==> config.mk <==
export PLATFORM = sky130hd
export DESIGN_NAME = icache_direct_flat
export DESIGN_NICKNAME = d
export VERILOG_FILES = /design/src/rtl/icache_direct_if.sv /design/src/rtl/icache_direct.sv /design/src/flat_wrapper.sv
export SDC_FILE = /design/constraint.sdc
export NUM_CORES = 1
export LEC_CHECK = 0
export BUFFER_PORTS_ARGS = -buffer_cell sky130_fd_sc_hd__buf_2
export CAP_MARGIN = 5
export CELL_PAD_IN_SITES_DETAIL_PLACEMENT = 2
export CELL_PAD_IN_SITES_GLOBAL_PLACEMENT = 2
export CORE_UTILIZATION = 49
export DETAILED_ROUTE_END_ITERATION = 10
export PLACE_DENSITY_LB_ADDON = 0.1
export SLEW_MARGIN = 0
export SYNTH_ARGS = -nofsm -noshare
export SYNTH_HDL_FRONTEND = slang
export SYNTH_SLANG_ARGS = --single-unit
==> constraint.sdc <==
create_clock -name CLK -period 6.5 [get_ports CLK]
set_input_delay 1.3 -clock CLK [delete_from_list [all_inputs] [get_ports CLK]]
set_output_delay 1.3 -clock CLK [all_outputs]
set_load 0.005 [all_outputs]
==> src/rtl/icache_direct_if.sv <==
// Fetch-side and memory-side handshake bundle for icache_direct.
// slave is the cache's view; master is the combined datapath/memory view.
interface icache_direct_if;
    logic        imemREN;
    logic [31:0] imemaddr;
    logic        flush;
    logic        ihit;
    logic [31:0] imemload;
    logic        iREN;
    logic [31:0] iaddr;
    logic        iwait;
    logic [31:0] iload;

    modport slave (
        input  imemREN, imemaddr, flush, iwait, iload,
        output ihit, imemload, iREN, iaddr
    );

    modport master (
        output imemREN, imemaddr, flush, iwait, iload,
        input  ihit, imemload, iREN, iaddr
    );
endinterface

==> src/rtl/icache_direct.sv <==
// Direct-mapped read-only instruction cache, single-word lines, register storage.
// Define ICACHE_STATS_EN to add hit_count/miss_count outputs.
module icache_direct #(
    parameter int unsigned SETS = 16
) (
    input logic            CLK,
    input logic            RST,
    icache_direct_if.slave bus
`ifdef ICACHE_STATS_EN
    ,
    output logic [31:0]    hit_count,
    output logic [31:0]    miss_count
`endif
);

    localparam int unsigned IDX_W = $clog2(SETS);
    localparam int unsigned TAG_W = 30 - IDX_W;

    typedef enum logic {IDLE, FILL} state_t;

    state_t             state_q, state_d;
    logic [SETS-1:0]    valid_q;
    logic [TAG_W-1:0]   tag_q  [SETS];
    logic [31:0]        data_q [SETS];
    logic [31:0]        fill_addr_q;

    logic [IDX_W-1:0]   idx;
    logic [TAG_W-1:0]   tag;
    logic [IDX_W-1:0]   fill_idx;
    logic [TAG_W-1:0]   fill_tag;
    logic               hit;
    logic               start_fill;
    logic               install;
    logic               ihit;
    logic [31:0]        imemload;
    logic               iren;
    logic [31:0]        iaddr;
    logic               unused_addr_lsb;

    assign idx      = bus.imemaddr[IDX_W+1:2];
    assign tag      = bus.imemaddr[31:IDX_W+2];
    assign fill_idx = fill_addr_q[IDX_W+1:2];
    assign fill_tag = fill_addr_q[31:IDX_W+2];
    assign hit      = bus.imemREN & valid_q[idx] & (tag_q[idx] == tag);

    assign unused_addr_lsb = ^{bus.imemaddr[1:0], fill_addr_q[1:0]};

    always_comb begin
        state_d    = state_q;
        ihit       = 1'b0;
        imemload   = 32'h0;
        iren       = 1'b0;
        iaddr      = 32'h0;
        start_fill = 1'b0;
        install    = 1'b0;
        unique case (state_q)
            IDLE: begin
                if (hit && !bus.flush) begin
                    ihit     = 1'b1;
                    imemload = data_q[idx];
                end
                if (bus.imemREN && !hit && !bus.flush) begin
                    start_fill = 1'b1;
                    state_d    = FILL;
                end
            end
            FILL: begin
                iren  = 1'b1;
                iaddr = fill_addr_q;
                // flush wins over a completing fill: nothing is installed
                if (bus.flush) begin
                    state_d = IDLE;
                end else if (!bus.iwait) begin
                    install = 1'b1;
                    state_d = IDLE;
                end
            end
            default: state_d = IDLE;
        endcase
    end

    assign bus.ihit     = ihit;
    assign bus.imemload = imemload;
    assign bus.iREN     = iren;
    assign bus.iaddr    = iaddr;

    always_ff @(posedge CLK or posedge RST) begin
        if (RST) begin
            state_q     <= IDLE;
            valid_q     <= '0;
            fill_addr_q <= 32'h0;
        end else begin
            state_q <= state_d;
            if (bus.flush) begin
                valid_q <= '0;
            end else if (install) begin
                valid_q[fill_idx] <= 1'b1;
            end
            if (start_fill) begin
                fill_addr_q <= {bus.imemaddr[31:2], 2'b00};
            end
        end
    end

    // Tag/data are left unreset; valid_q gates every use of them.
    always_ff @(posedge CLK) begin
        if (install) begin
            tag_q[fill_idx]  <= fill_tag;
            data_q[fill_idx] <= bus.iload;
        end
    end

`ifdef ICACHE_STATS_EN
    always_ff @(posedge CLK or posedge RST) begin
        if (RST) begin
            hit_count  <= 32'h0;
            miss_count <= 32'h0;
        end else if (bus.flush) begin
            hit_count  <= 32'h0;
            miss_count <= 32'h0;
        end else begin
            if (ihit) begin
                hit_count <= hit_count + 32'd1;
            end
            if (start_fill) begin
                miss_count <= miss_count + 32'd1;
            end
        end
    end
`endif

endmodule

==> src/flat_wrapper.sv <==
// flat-port wrapper written by rule: the top's interface ports become plain ports
module icache_direct_flat 
#(
    parameter int unsigned SETS = 16
)
  (CLK, RST, bus_imemREN, bus_imemaddr, bus_flush, bus_iwait, bus_iload, bus_ihit, bus_imemload, bus_iREN, bus_iaddr);
  icache_direct_if bus_i ();
  input logic CLK;
  input logic RST;
  input wire logic [$bits(bus_i.imemREN)-1:0] bus_imemREN;
  input wire logic [$bits(bus_i.imemaddr)-1:0] bus_imemaddr;
  input wire logic [$bits(bus_i.flush)-1:0] bus_flush;
  input wire logic [$bits(bus_i.iwait)-1:0] bus_iwait;
  input wire logic [$bits(bus_i.iload)-1:0] bus_iload;
  output wire logic [$bits(bus_i.ihit)-1:0] bus_ihit;
  output wire logic [$bits(bus_i.imemload)-1:0] bus_imemload;
  output wire logic [$bits(bus_i.iREN)-1:0] bus_iREN;
  output wire logic [$bits(bus_i.iaddr)-1:0] bus_iaddr;
  assign bus_i.imemREN = bus_imemREN;
  assign bus_i.imemaddr = bus_imemaddr;
  assign bus_i.flush = bus_flush;
  assign bus_i.iwait = bus_iwait;
  assign bus_i.iload = bus_iload;
  assign bus_ihit = bus_i.ihit;
  assign bus_imemload = bus_i.imemload;
  assign bus_iREN = bus_i.iREN;
  assign bus_iaddr = bus_i.iaddr;
  icache_direct #(.SETS(SETS)) u_core (.CLK(CLK), .RST(RST), .bus(bus_i));
endmodule
Yosys cells after proc, flatten, opt, wreduce, memory -nomap -nowiden
Memories as Yosys holds them, arrays and structs flattened. Cells that the tools add are included.

$lt $le $gt $ge: 3. Eq/ne operators: 1. Multiplexer cells: 22. Bitwise gates (word level): 4. Reductions and logical operators: 7.

Operators by type and width (count): $mux 32 (3); $mux 16 (2); $eq 26x26->1 (1); $or 16x16->16 (1); $mux 1 (14); $lt 4x5->1 const B (2); $bmux 1 s4 (1); $demux 1 s4 (1); $ge 4x1->1 const B (1); $logic_and 1x1->1 (4); $and 1x1->1 (2); $logic_not 1->1 (2); $pmux 1 s2 (1); $reduce_bool 2->1 (1); $not 1->1 (1).

Flip-flop bits (word level): 47. RAM bits: 928. Memories kept: 2.

Memories: u_core.data_q (depth 16, width 32, read ports 1, clocked after Yosys merged registers in 0, write ports 1, line icache_direct.sv:24) `logic [31:0] data_q [SETS];`; u_core.tag_q (depth 16, width 26, read ports 1, clocked after Yosys merged registers in 0, write ports 1, line icache_direct.sv:23) `logic [TAG_W-1:0] tag_q [SETS];`.

Longest topological paths before layout
Depth in word-level cells: 9. Mapped depth: 13.

Least setup slack after synthesis
OpenSTA, ideal clock, no wires.

Kind: input -> register. From: input bus_flush. To: memory u_core.data_q[0][0], enable pin. Library setup time: 548 ps. Arrival time: 5962 ps. Data required time: 5952 ps. Slack: -9 ps. Stages on the path: 5. Path buffers: 1. Cells stage by stage: clkbuf_1 > nand2b_1 > nor3_1 > nand2b_1 > nor3_1.

Longest elaborated chain between the ends: 4.

Ends and longest elaborated chain: start: declaration (line flat_wrapper.sv:12) `input wire logic [$bits(bus_i.flush)-1:0] bus_flush;`; $mux 1 (line icache_direct.sv:71) `if (bus.flush) begin`; $mux 1 (line icache_direct.sv:56) `unique case (state_q)`; $mux 1 (line icache_direct.sv:107) `if (install) begin`; $mux 1 (not written as such) (line icache_direct.sv:109) `data_q[fill_idx] <= bus.iload;`; end: declaration (line icache_direct.sv:24).

Every way passes these cells.

Worst setup path in the final report
From: input bus_imemaddr[2]. To: output bus_imemload[17].

Longest elaborated chain between the ends: 7.

Ends and longest elaborated chain: start: declaration (line flat_wrapper.sv:11) `input wire logic [$bits(bus_i.imemaddr)-1:0] bus_imemaddr;`; branches (longest 5 deep; another with $mem_v2 16x26); $mux 32 (*) (line icache_direct.sv:58) `if (hit && !bus.flush) begin`; $mux 32 (*) (line icache_direct.sv:56); end: declaration (line flat_wrapper.sv:16) `output wire logic [$bits(bus_i.imemload)-1:0] bus_imemload;`.

Every way passes the cells marked *. The select of a mux whose other input is x is not followed.

==> results_dict.tcl <==
set metrics [dict create \
    initial_core_util_pct 49.4 \
    critPathMaxFanout 40 \
    netlist_top_cells_area "edfxtp_1 72%, mux4_2 14%, dfrtp_1 3.0%, mux2i_1 1.9%, a41oi_1 0.67%" \
    cts.path.max_buffers 3 \
    grt_pass1_wl_um 183000 \
    crit_path_max_incr_delay_ns 0.65 \
    fin_cells 3217 \
    drt_iter0_markers 2442 \
    worstPathCellList "buf_8 > nor2b_1 > buf_4 > a22o_1 > nor3_1 > a2111oi_1 > o221ai_1 > nor4_1 > nand4_1 > buf_12 > nor2b_1 > buf_2" \
    synthTopCellsByCount "928 x edfxtp_1, 237 x mux4_2, 75 x mux2i_1, 65 x clkbuf_1, 55 x nor2_1" \
    grt_setup_unrepaired "no" \
    status "complete, but fails checks" \
    synth_ff_type "edfxtp_1" \
    grt_max_degree 93 \
    tns_ns -0.0136 \
    h-tree-depth 3 \
    arrival_ns 5.21 \
    drv_cap 0 \
    wl_met1_um 50100 \
    io_pins 135 \
    fin_crit_sh_pct 100 \
    met2_length_um 66300 \
    crit_path_start_kind "input port" \
    gp_congestion 0.787 \
    syn_area_mm2 0.0389 \
    powerDensity_mw_per_mm2 319 \
    fillers 6495 \
    grt_overflow_total 0 \
    slew_headroom_pct 13.8 \
    p_leak_nw 14.5 \
    worst_slack_ns -0.0136 \
    worst-setup-path-type "in2out" \
    first_pass_iters 5 \
    setup_violations 1 \
    vdd_drop_max_v 0.000352 \
    clockRootBuffer "clkbuf_16" \
    yosysMostFrequentCell "edfxtp_1" \
    final_nets 2147 \
    yosys.area.top_type "edfxtp_1" \
    die_height_um 284 \
    cp_common_cell "nor2b_1" \
    clk_pin_slew_worst_paths_ns 0.06 \
    grtUsageTotal_pct 32.4 \
    synth_seq_cells 975 \
    hold_depth 2 \
    routed_wl_um 129000 \
    dieArea_mm2 0.0806 \
    antenna_cells 0 \
    grt_antenna_before_repair 4 \
    skew_ns 0.0301 \
    drc_errors 0 \
    reg2reg_from "u_core.tag_q[11][4]" \
    final_util_pct 56.6 \
    wl_met3_um 8690 \
    critPathRequiredTime_ns 5.20 \
    r2r_cells 9 \
    crit_buf_inv 4 \
    place_area_mm2 0.0412 \
    max_freq_mhz 154 \
    synthArstFlopShare_pct 4.82 \
    placed_cells 3024 \
    worstMarginPinSlew_ns 1.29 \
    critPathTopFamily "simple AND/OR/NAND/NOR gates" \
    cts_tree "done" \
    crit_cells 12 \
    ys_warn_count 0 \
    dp_hpwl_um 69600 \
    syn2layout_area_growth_pct 14.7 \
    synth_top_area_share_pct 71.5 \
    synth.avg_cell_area_um2 20.5 \
    wl_per_cell_um 40.2 \
    cpMaxStageDelayCell "a2111oi_1" \
    avgViaCountPerCell 6.73 \
    fin_area_mm2 0.0447 \
    p_total_w 0.0142 \
    fin_crit_ns 6.51 \
    std_cell_rows 103 \
    ys_seq_area_share_pct 74.6 \
    port_buffers 130 \
    hold_viol_final 0 \
    endpoint_kind "primary output" \
    slew_violations 0 \
    startpoint "bus_imemaddr[2]" \
    violations "negative setup slack" \
    hp-start "u_core.valid_q[4]" \
    core-area_mm2 0.0789 \
    hold_path.class "reg2reg" \
    clkLatencyLatePin_ns 0.69 \
    fp.dieW_um 284 \
    post-cts-setup-buffers 0 \
    grt_pass1_vias 23695 \
    drive_gt1_share_pct 29.2 \
    syn_inst 1897 \
    dr_total_vias 21662 \
    cts_buffers 102 \
    ys_types 63 \
    synth_edf_count 928 \
    antenna_left 0 \
    clock_sinks 975 \
    top_layer_used "met5" \
]
sequential cells by signal, summed over array words and instances, names as in the netlist:
name / count
u_core.valid_q: 16
u_core.fill_addr_q: 30
u_core.tag_q: 416
u_core.data_q: 512
u_core.state_q: 1
tightest hold or removal path: stages, from the launching register on:
cell	delay (ns)
dfrtp_1	0.34
nor2_1	0.05
nor2_1	0.07
final cells by class:
| cell class | instances | area [um2] | area share [%] |
|---|---|---|---|
| clock buffer | 137 | 2850 | 6.37 |
| clock inverter | 56 | 601 | 1.34 |
| inverter | 6 | 25.0 | 0.0560 |
| multi-input combinational | 790 | 9440 | 21.1 |
| sequential | 975 | 29000 | 65.0 |
| tap | 1050 | 1310 | 2.94 |
| timing repair buffer | 203 | 1390 | 3.12 |
metal layers:
layer  up-vias  track usage (%)
met4         2             10.3
met5         -                0
met3       273             4.94
met2      1164             55.4
met1     11923             43.0
li1       8300                -
cells in the final DEF, fill, tap and decap left out, types with 15 or more instances in the layout:
| cell type | count |
|---|---|
| a21boi_0 | 32 |
| a22oi_1 | 15 |
| a41oi_1 | 30 |
| and2_1 | 34 |
| buf_2 | 127 |
| buf_4 | 60 |
| clkbuf_1 | 20 |
| clkbuf_16 | 103 |
| clkinv_1 | 19 |
| clkinv_2 | 18 |
| dfrtp_1 | 47 |
| edfxtp_1 | 928 |
| mux2i_1 | 75 |
| mux4_2 | 237 |
| nand2_1 | 16 |
| nand3_1 | 43 |
| nand4_1 | 37 |
| nor2_1 | 42 |
| nor2b_1 | 36 |
| o211ai_1 | 31 |
| xnor2_1 | 21 |
cells by family after synthesis:
logic type	after synthesis	share of synthesized area, %
muxes	331	16.2
buffers and inverters	133	1.58
other	1	0.00963
DFF	975	74.6
AOI/OAI and AO/OA	160	3.23
and+or+nand+nor	266	3.74
xor gates and xnor gates	31	0.697
metrics by stage:
step                hold slack [ns]  worst slack, ns
global route                  0.553           0.0205
detailed placement            0.487          0.00953
finish                        0.502          -0.0136
floorplan                     0.461           0.0402
CTS                           0.509            0.128
global placement              0.474            0.425
where the power goes:
group	switching (W)	internal [W]
clock	0.00262	0.00352
sequential	0.000225	0.00707
combinational	0.000497	0.000321
worst paths after layout:
kind	to	slack (ns)
max	bus_imemload[17]	-0.01
min	u_core.valid_q[4]	0.50
max reg2reg	u_core.fill_addr_q[16]	2.41
min reg2reg	u_core.valid_q[4]	0.50
max in group asynchronous	u_core.fill_addr_q[27]	5.00
min in group asynchronous	u_core.fill_addr_q[24]	0.91
repair_timing:
item | in CTS | in global routing
endpoints found under the hold margin | 0 | 0
endpoints found under the setup margin | 32 | 0
gates resized for setup | 2 | 0
hold buffers | 0 | 0
No activity file was read; power rests on OpenSTA's default activity.
